$ cat config.mk
export PLATFORM = sky130hd
export DESIGN_NAME = lap_timer_flat
export DESIGN_NICKNAME = d
export VERILOG_FILES = /design/src/rtl/lap_timer_if.sv /design/src/rtl/lap_timer.sv /design/src/flat_wrapper.sv
export SDC_FILE = /design/constraint.sdc
export NUM_CORES = 1
export LEC_CHECK = 0
export BUFFER_PORTS_ARGS = -buffer_cell sky130_fd_sc_hd__buf_2
export CORE_ASPECT_RATIO = 1.75
export CORE_MARGIN = 1
export CORE_UTILIZATION = 51
export DETAILED_ROUTE_END_ITERATION = 8
export GPL_TIMING_DRIVEN = 0
export PLACE_DENSITY = 0.7
export SYNTH_ARGS = -nofsm -noshare
export SYNTH_HDL_FRONTEND = slang
export SYNTH_SLANG_ARGS = --single-unit
$ cat constraint.sdc
create_clock -name clk -period 3.2 [get_ports clk]
set_input_delay 0.16 -clock clk [delete_from_list [all_inputs] [get_ports clk]]
set_output_delay 0.16 -clock clk [all_outputs]
set_load 0.02 [all_outputs]
$ cat src/rtl/lap_timer_if.sv
// Button inputs and time/lap outputs of the lap timer.
// The timer side uses master; the button source and stash side use slave.
interface lap_timer_if;
    logic       start_stop;
    logic       lap_clear;
    logic [7:0] time_bcd;
    logic [7:0] sample_out;
    logic       sample_valid;
    logic       running;

    modport master (
        input  start_stop, lap_clear,
        output time_bcd, sample_out, sample_valid, running
    );

    modport slave (
        output start_stop, lap_clear,
        input  time_bcd, sample_out, sample_valid, running
    );
endinterface

$ cat src/rtl/lap_timer.sv
// Two-digit BCD seconds stopwatch with run/pause, lap capture and clear.
// Lap samples leave as one-cycle strobes that feed the sample stash directly.
module lap_timer #(
    parameter int unsigned TICK_DIV = 100_000_000,
    parameter logic [7:0]  WRAP_BCD = 8'h59
) (
    input logic         clk,
    input logic         reset,
    lap_timer_if.master bus
);
    localparam int unsigned   PW         = $clog2(TICK_DIV);
    localparam logic [PW-1:0] PRESC_LAST = PW'(TICK_DIV - 1);

    typedef enum logic {PAUSED = 1'b0, RUN = 1'b1} state_t;

    state_t        state, state_next;
    logic [1:0]    ss_sync, lap_sync;
    logic          ss_d, lap_d;
    logic          ss_edge, lap_edge;
    logic          is_run, tick, do_lap, do_clear;
    logic [PW-1:0] presc;
    logic [7:0]    time_q;
    logic [7:0]    sample_q;
    logic          sample_valid_q;

    // Two-flop synchronizers followed by rising-edge detectors.
    // NOTE: clocked state uses non-blocking assignments so every flop samples pre-edge values.
    always_ff @(posedge clk or posedge reset) begin
        if (reset) begin
            ss_sync  <= 2'b00;
            lap_sync <= 2'b00;
            ss_d     <= 1'b0;
            lap_d    <= 1'b0;
        end else begin
            ss_sync  <= {ss_sync[0], bus.start_stop};
            lap_sync <= {lap_sync[0], bus.lap_clear};
            ss_d     <= ss_sync[1];
            lap_d    <= lap_sync[1];
        end
    end

    assign ss_edge  = ss_sync[1] & ~ss_d;
    assign lap_edge = lap_sync[1] & ~lap_d;

    always_ff @(posedge clk or posedge reset) begin
        if (reset) state <= PAUSED;
        else       state <= state_next;
    end

    // NOTE: each combinational output gets a default first so no latch is inferred.
    always_comb begin
        state_next = state;
        if (ss_edge) state_next = (state == RUN) ? PAUSED : RUN;
    end

    // Actions decode from the pre-transition state, so coincident events act on it.
    always_comb begin
        is_run   = (state == RUN);
        tick     = is_run && (presc == PRESC_LAST);
        do_lap   = lap_edge && is_run;
        do_clear = lap_edge && !is_run;
    end

    function automatic logic [7:0] bcd_inc(input logic [7:0] t);
        logic [7:0] r;
        r = {t[7:4], t[3:0] + 4'd1};
        if (t == WRAP_BCD)       r = 8'h00;
        else if (t[3:0] == 4'd9) r = {t[7:4] + 4'd1, 4'd0};
        return r;
    endfunction

    // Prescaler holds while paused so a resume finishes the partial second.
    always_ff @(posedge clk or posedge reset) begin
        if (reset) begin
            presc  <= '0;
            time_q <= 8'h00;
        end else if (do_clear) begin
            presc  <= '0;
            time_q <= 8'h00;
        end else begin
            if (tick)        presc <= '0;
            else if (is_run) presc <= presc + 1'b1;
            if (tick) time_q <= bcd_inc(time_q);
        end
    end

    always_ff @(posedge clk or posedge reset) begin
        if (reset) begin
            sample_q       <= 8'h00;
            sample_valid_q <= 1'b0;
        end else begin
            sample_valid_q <= do_lap;
            if (do_lap) sample_q <= time_q;
        end
    end

    assign bus.time_bcd     = time_q;
    assign bus.sample_out   = sample_q;
    assign bus.sample_valid = sample_valid_q;
    assign bus.running      = is_run;
endmodule
$ cat src/flat_wrapper.sv
// flat-port wrapper written by rule: the top's interface ports become plain ports
module lap_timer_flat 
#(
    parameter int unsigned TICK_DIV = 100_000_000,
    parameter logic [7:0]  WRAP_BCD = 8'h59
)
  (clk, reset, bus_start_stop, bus_lap_clear, bus_time_bcd, bus_sample_out, bus_sample_valid, bus_running);
  lap_timer_if bus_i ();
  input logic clk;
  input logic reset;
  input wire logic [$bits(bus_i.start_stop)-1:0] bus_start_stop;
  input wire logic [$bits(bus_i.lap_clear)-1:0] bus_lap_clear;
  output wire logic [$bits(bus_i.time_bcd)-1:0] bus_time_bcd;
  output wire logic [$bits(bus_i.sample_out)-1:0] bus_sample_out;
  output wire logic [$bits(bus_i.sample_valid)-1:0] bus_sample_valid;
  output wire logic [$bits(bus_i.running)-1:0] bus_running;
  assign bus_i.start_stop = bus_start_stop;
  assign bus_i.lap_clear = bus_lap_clear;
  assign bus_time_bcd = bus_i.time_bcd;
  assign bus_sample_out = bus_i.sample_out;
  assign bus_sample_valid = bus_i.sample_valid;
  assign bus_running = bus_i.running;
  lap_timer #(.TICK_DIV(TICK_DIV), .WRAP_BCD(WRAP_BCD)) u_core (.clk(clk), .reset(reset), .bus(bus_i));
endmodule
==> reports/qor.txt <==
Outcome: complete, no violations
Post-CTS Setup Repair Bufs: 0
Worst path slowest cell: or4_4
Antenna violations before repair: 0
Worst path most repeated cell: or4_4
CP max FO: 10
Max Clk Rate: 0.408 GHz
Hold buffer count at cts: 3
Synth Flop Type: dfrtp_1
Core area: 4980 um^2
Diode count: 0
Synth unique cells: 43
Initial core utilization: 53.3%
Largest stage delay, worst path: 0.54 ns
Max-Cap Viols: 0
Clock power frac: 31.4%
RSZ-0062 raised after global routing: no
Tmin final: 2.45 ns
Yosys top cell area share: 48.1%
Slew @ Worst Pin: 0.768 ns
Final Hold Viols: 0
Fin util: 60.0%
Die ar.: 5510 um^2
Die H: 97.5 um
Iter 0 DRT Violations: 74
Post-cts sizing count: 0
CTS tree: done
Worst Setup Path Type: flip-flop to flip-flop
Synth Cell Area: 2660 um^2
Cts bufs inserted: 5
Warnings, synthesis: 0
Clock Tree Buf Depth: 2
GPL Wtd Cong: 0.882
Share of layout cells above drive strength 1: 16.7%
Seq pwr share: 51.6%
Fin nets: 308
Period utilization: 76.6%
Yosys top cell by area: dfrtp_1
I/O Buffers: 21
Setup WS post-layout: 0.748 ns
First-pass GRT wire length: 10.4 mm
Pin count of the biggest net entering global routing: 28
Max_slew headroom: 48.4%
Rows: 34
Global-route usage over all layers: 24.0%
Pwr/cell area: 475 nW/um^2
Remaining DRCs: 0
Asr flop ratio synth: 100%
Clk sinks: 51
DIE WIDTH: 56.5 um
Number of synthesized flops with an enable pin: 0
Sequential area share after synthesis: 48.1%
Post-route antenna net violation count: 0
Switching portion of total power: 29.6%
Post-route setup TNS: 0 ns
Worst-path clk slew: 0.09 ns
Area delta synth->final: 12.4%
Hold Path Class: flip-flop to flip-flop
Syn_nets: 276
Vias in the first global route: 2,177
Leakage: 0.00128 uW
Vias: 2,178
Psw: 420 uW
HPWL Detailed: 4.43 mm
Pins Over Slew Limit: 0
Total power: 1420 uW
Crit path cell chain: or4_4 -> or4_4 -> buf_6 -> or4_1 -> a21oi_1
DRT Wirelength: 6.01 mm
Vias per std cell: 6.17
Skew final: 0.00407 ns
Htree depth: 2
Crit. End Element: flip-flop
Number of I/O pins: 22
Register bit total from synthesis: 51
Router iterations before antenna repair: 4
Pre-CTS setup slack: 0.777 ns
Clock insertion delay at the later pin of the skew report: 0.30 ns
Routed wire per std cell: 17.0 um
Syn Area/Cell: 9.94 um^2
Clock tree root driver cell: clkbuf_8
Post-Syn Instances: 267
Worst endpoint required time: 3.43 ns
Arrival time at the worst endpoint: 2.68 ns
Min Hold Slack: 0.356 ns
Peak VDD IR: 0.373 mV
Comb pwr share: 17.0%
Total overflow reported by the global router: 0
Int Power: 997 uW
Largest cells by area after synthesis: dfrtp_1, a21oi_1, nand4_1
Final count of negative-setup-slack endpoints: 0
Crit path launch type: flip-flop
==> state kept, by name, summed over array words and instances, names as in the netlist <==
name / count
u_core.lap_sync: 2
u_core.lap_d: 1
u_core.bus.sample_out: 8
u_core.bus.sample_valid: 1
u_core.ss_sync: 2
u_core.ss_d: 1
u_core.bus.running: 1
u_core.presc: 27
u_core.bus.time_bcd: 8
==> power groups by stage <==
stage / Clock [uW] / Sequential, uW / Combinational (uW)
after floorplan: 0 / 737 / 165
after global placement: 0 / 741 / 232
after detailed placement: 0 / 744 / 240
after CTS: 446 / 732 / 244
after global routing: 472 / 737 / 269
final: 444 / 731 / 241
==> path summary, 6_finish.rpt <==
kind                                               from  slack, ns                                 end  cells after the start
setup / recovery           u_core.presc[19]$_DFFE_PP0P_       0.75  u_core.bus.time_bcd[0]$_DFFE_PP0P_                      5
hold / removal              u_core.ss_sync[0]$_DFF_PP0_       0.36         u_core.ss_sync[1]$_DFF_PP0_                      0
setup reg to reg           u_core.presc[19]$_DFFE_PP0P_       0.75  u_core.bus.time_bcd[0]$_DFFE_PP0P_                      5
hold reg to reg             u_core.ss_sync[0]$_DFF_PP0_       0.36         u_core.ss_sync[1]$_DFF_PP0_                      0
max in group asynchronous                         reset       2.21        u_core.presc[13]$_DFFE_PP0P_                      4
min in group asynchronous                         reset       0.46   u_core.bus.sample_valid$_DFF_PP0_                      3
==> through the flow <==
| step | instances | instance area [um^2] |
|---|---|---|
| 4_1_cts | 353 | 2980 |
| 6_report | 353 | 2980 |
| 5_1_grt | 353 | 2980 |
| 2_1_floorplan | 267 | 2660 |
| 3_5_place_dp | 343 | 2850 |
| 3_3_place_gp | 342 | 2830 |
==> Yosys cell counts (2+ instances only) <==
cell	n
o31ai_1	6
o21ai_0	12
and4_1	5
nor3b_1	3
nor4b_1	4
and3_1	5
mux2_2	7
inv_1	6
or2_2	2
and3b_1	2
xor2_1	9
or4_1	10
nor4_1	5
buf_2	2
dfrtp_1	51
or4_4	2
xnor2_1	3
a21oi_1	19
nand2_1	14
a31oi_1	3
nand3b_1	2
or3_1	4
clkbuf_1	11
nor3_1	9
ha_1	5
nand3_1	14
and2_1	4
nand4_1	13
nor2_1	15
or3b_2	3
o41ai_1	2
mux2i_1	4
==> routing by layer <==
metal	global-route usage [%]	vias up	wire [um]
met5	0	-	0
met4	9.57	0	152
met3	2.93	12	138
met2	44.0	41	3300
met1	27.2	1064	2420
li1	-	1061	-
==> kinds of logic after synthesis <==
family	share of synthesized area [%]
xor+xnor	3.96
simple gates	27.4
mux	4.48
fa+ha+maj	2.36
compound gates	10.5
buf+inv	3.20
flops	48.1
==> worst max-delay path, delay by kind of cell (launching register included) <==
kind	cells	cell delay, ns
AO/OA/AOI/OAI	1	0.17
buffers and inverters	1	0.16
flip-flops	1	0.45
AND/OR/NAND/NOR	3	1.58
==> cells in the final DEF (no fill, tap or decap), types with 4 or more instances in the layout <==
master	count
buf_2	23
dfrtp_1	51
and2_1	4
nor2_1	15
or3_1	4
o31ai_1	6
clkbuf_8	5
and4_1	5
nand3_1	14
nand4_1	13
a21oi_1	19
inv_1	5
o21ai_0	12
xor2_1	9
mux2_2	7
nor3_1	9
and3_1	5
clkbuf_1	11
nor4_1	5
nand2_1	14
ha_1	5
mux2i_1	4
nor4b_1	4
or4_1	10
==> final cells by class <==
class	count	area, um^2
timing repair buffer	25	155
buffer	14	62.6
fill	443	1990
clock buffer	5	68.8
inverter	6	22.5
sequential	51	1280
clock inverter	2	37.5
multi-input combinational	196	1290
tap	54	67.6
(Power assumes the default switching activity.)
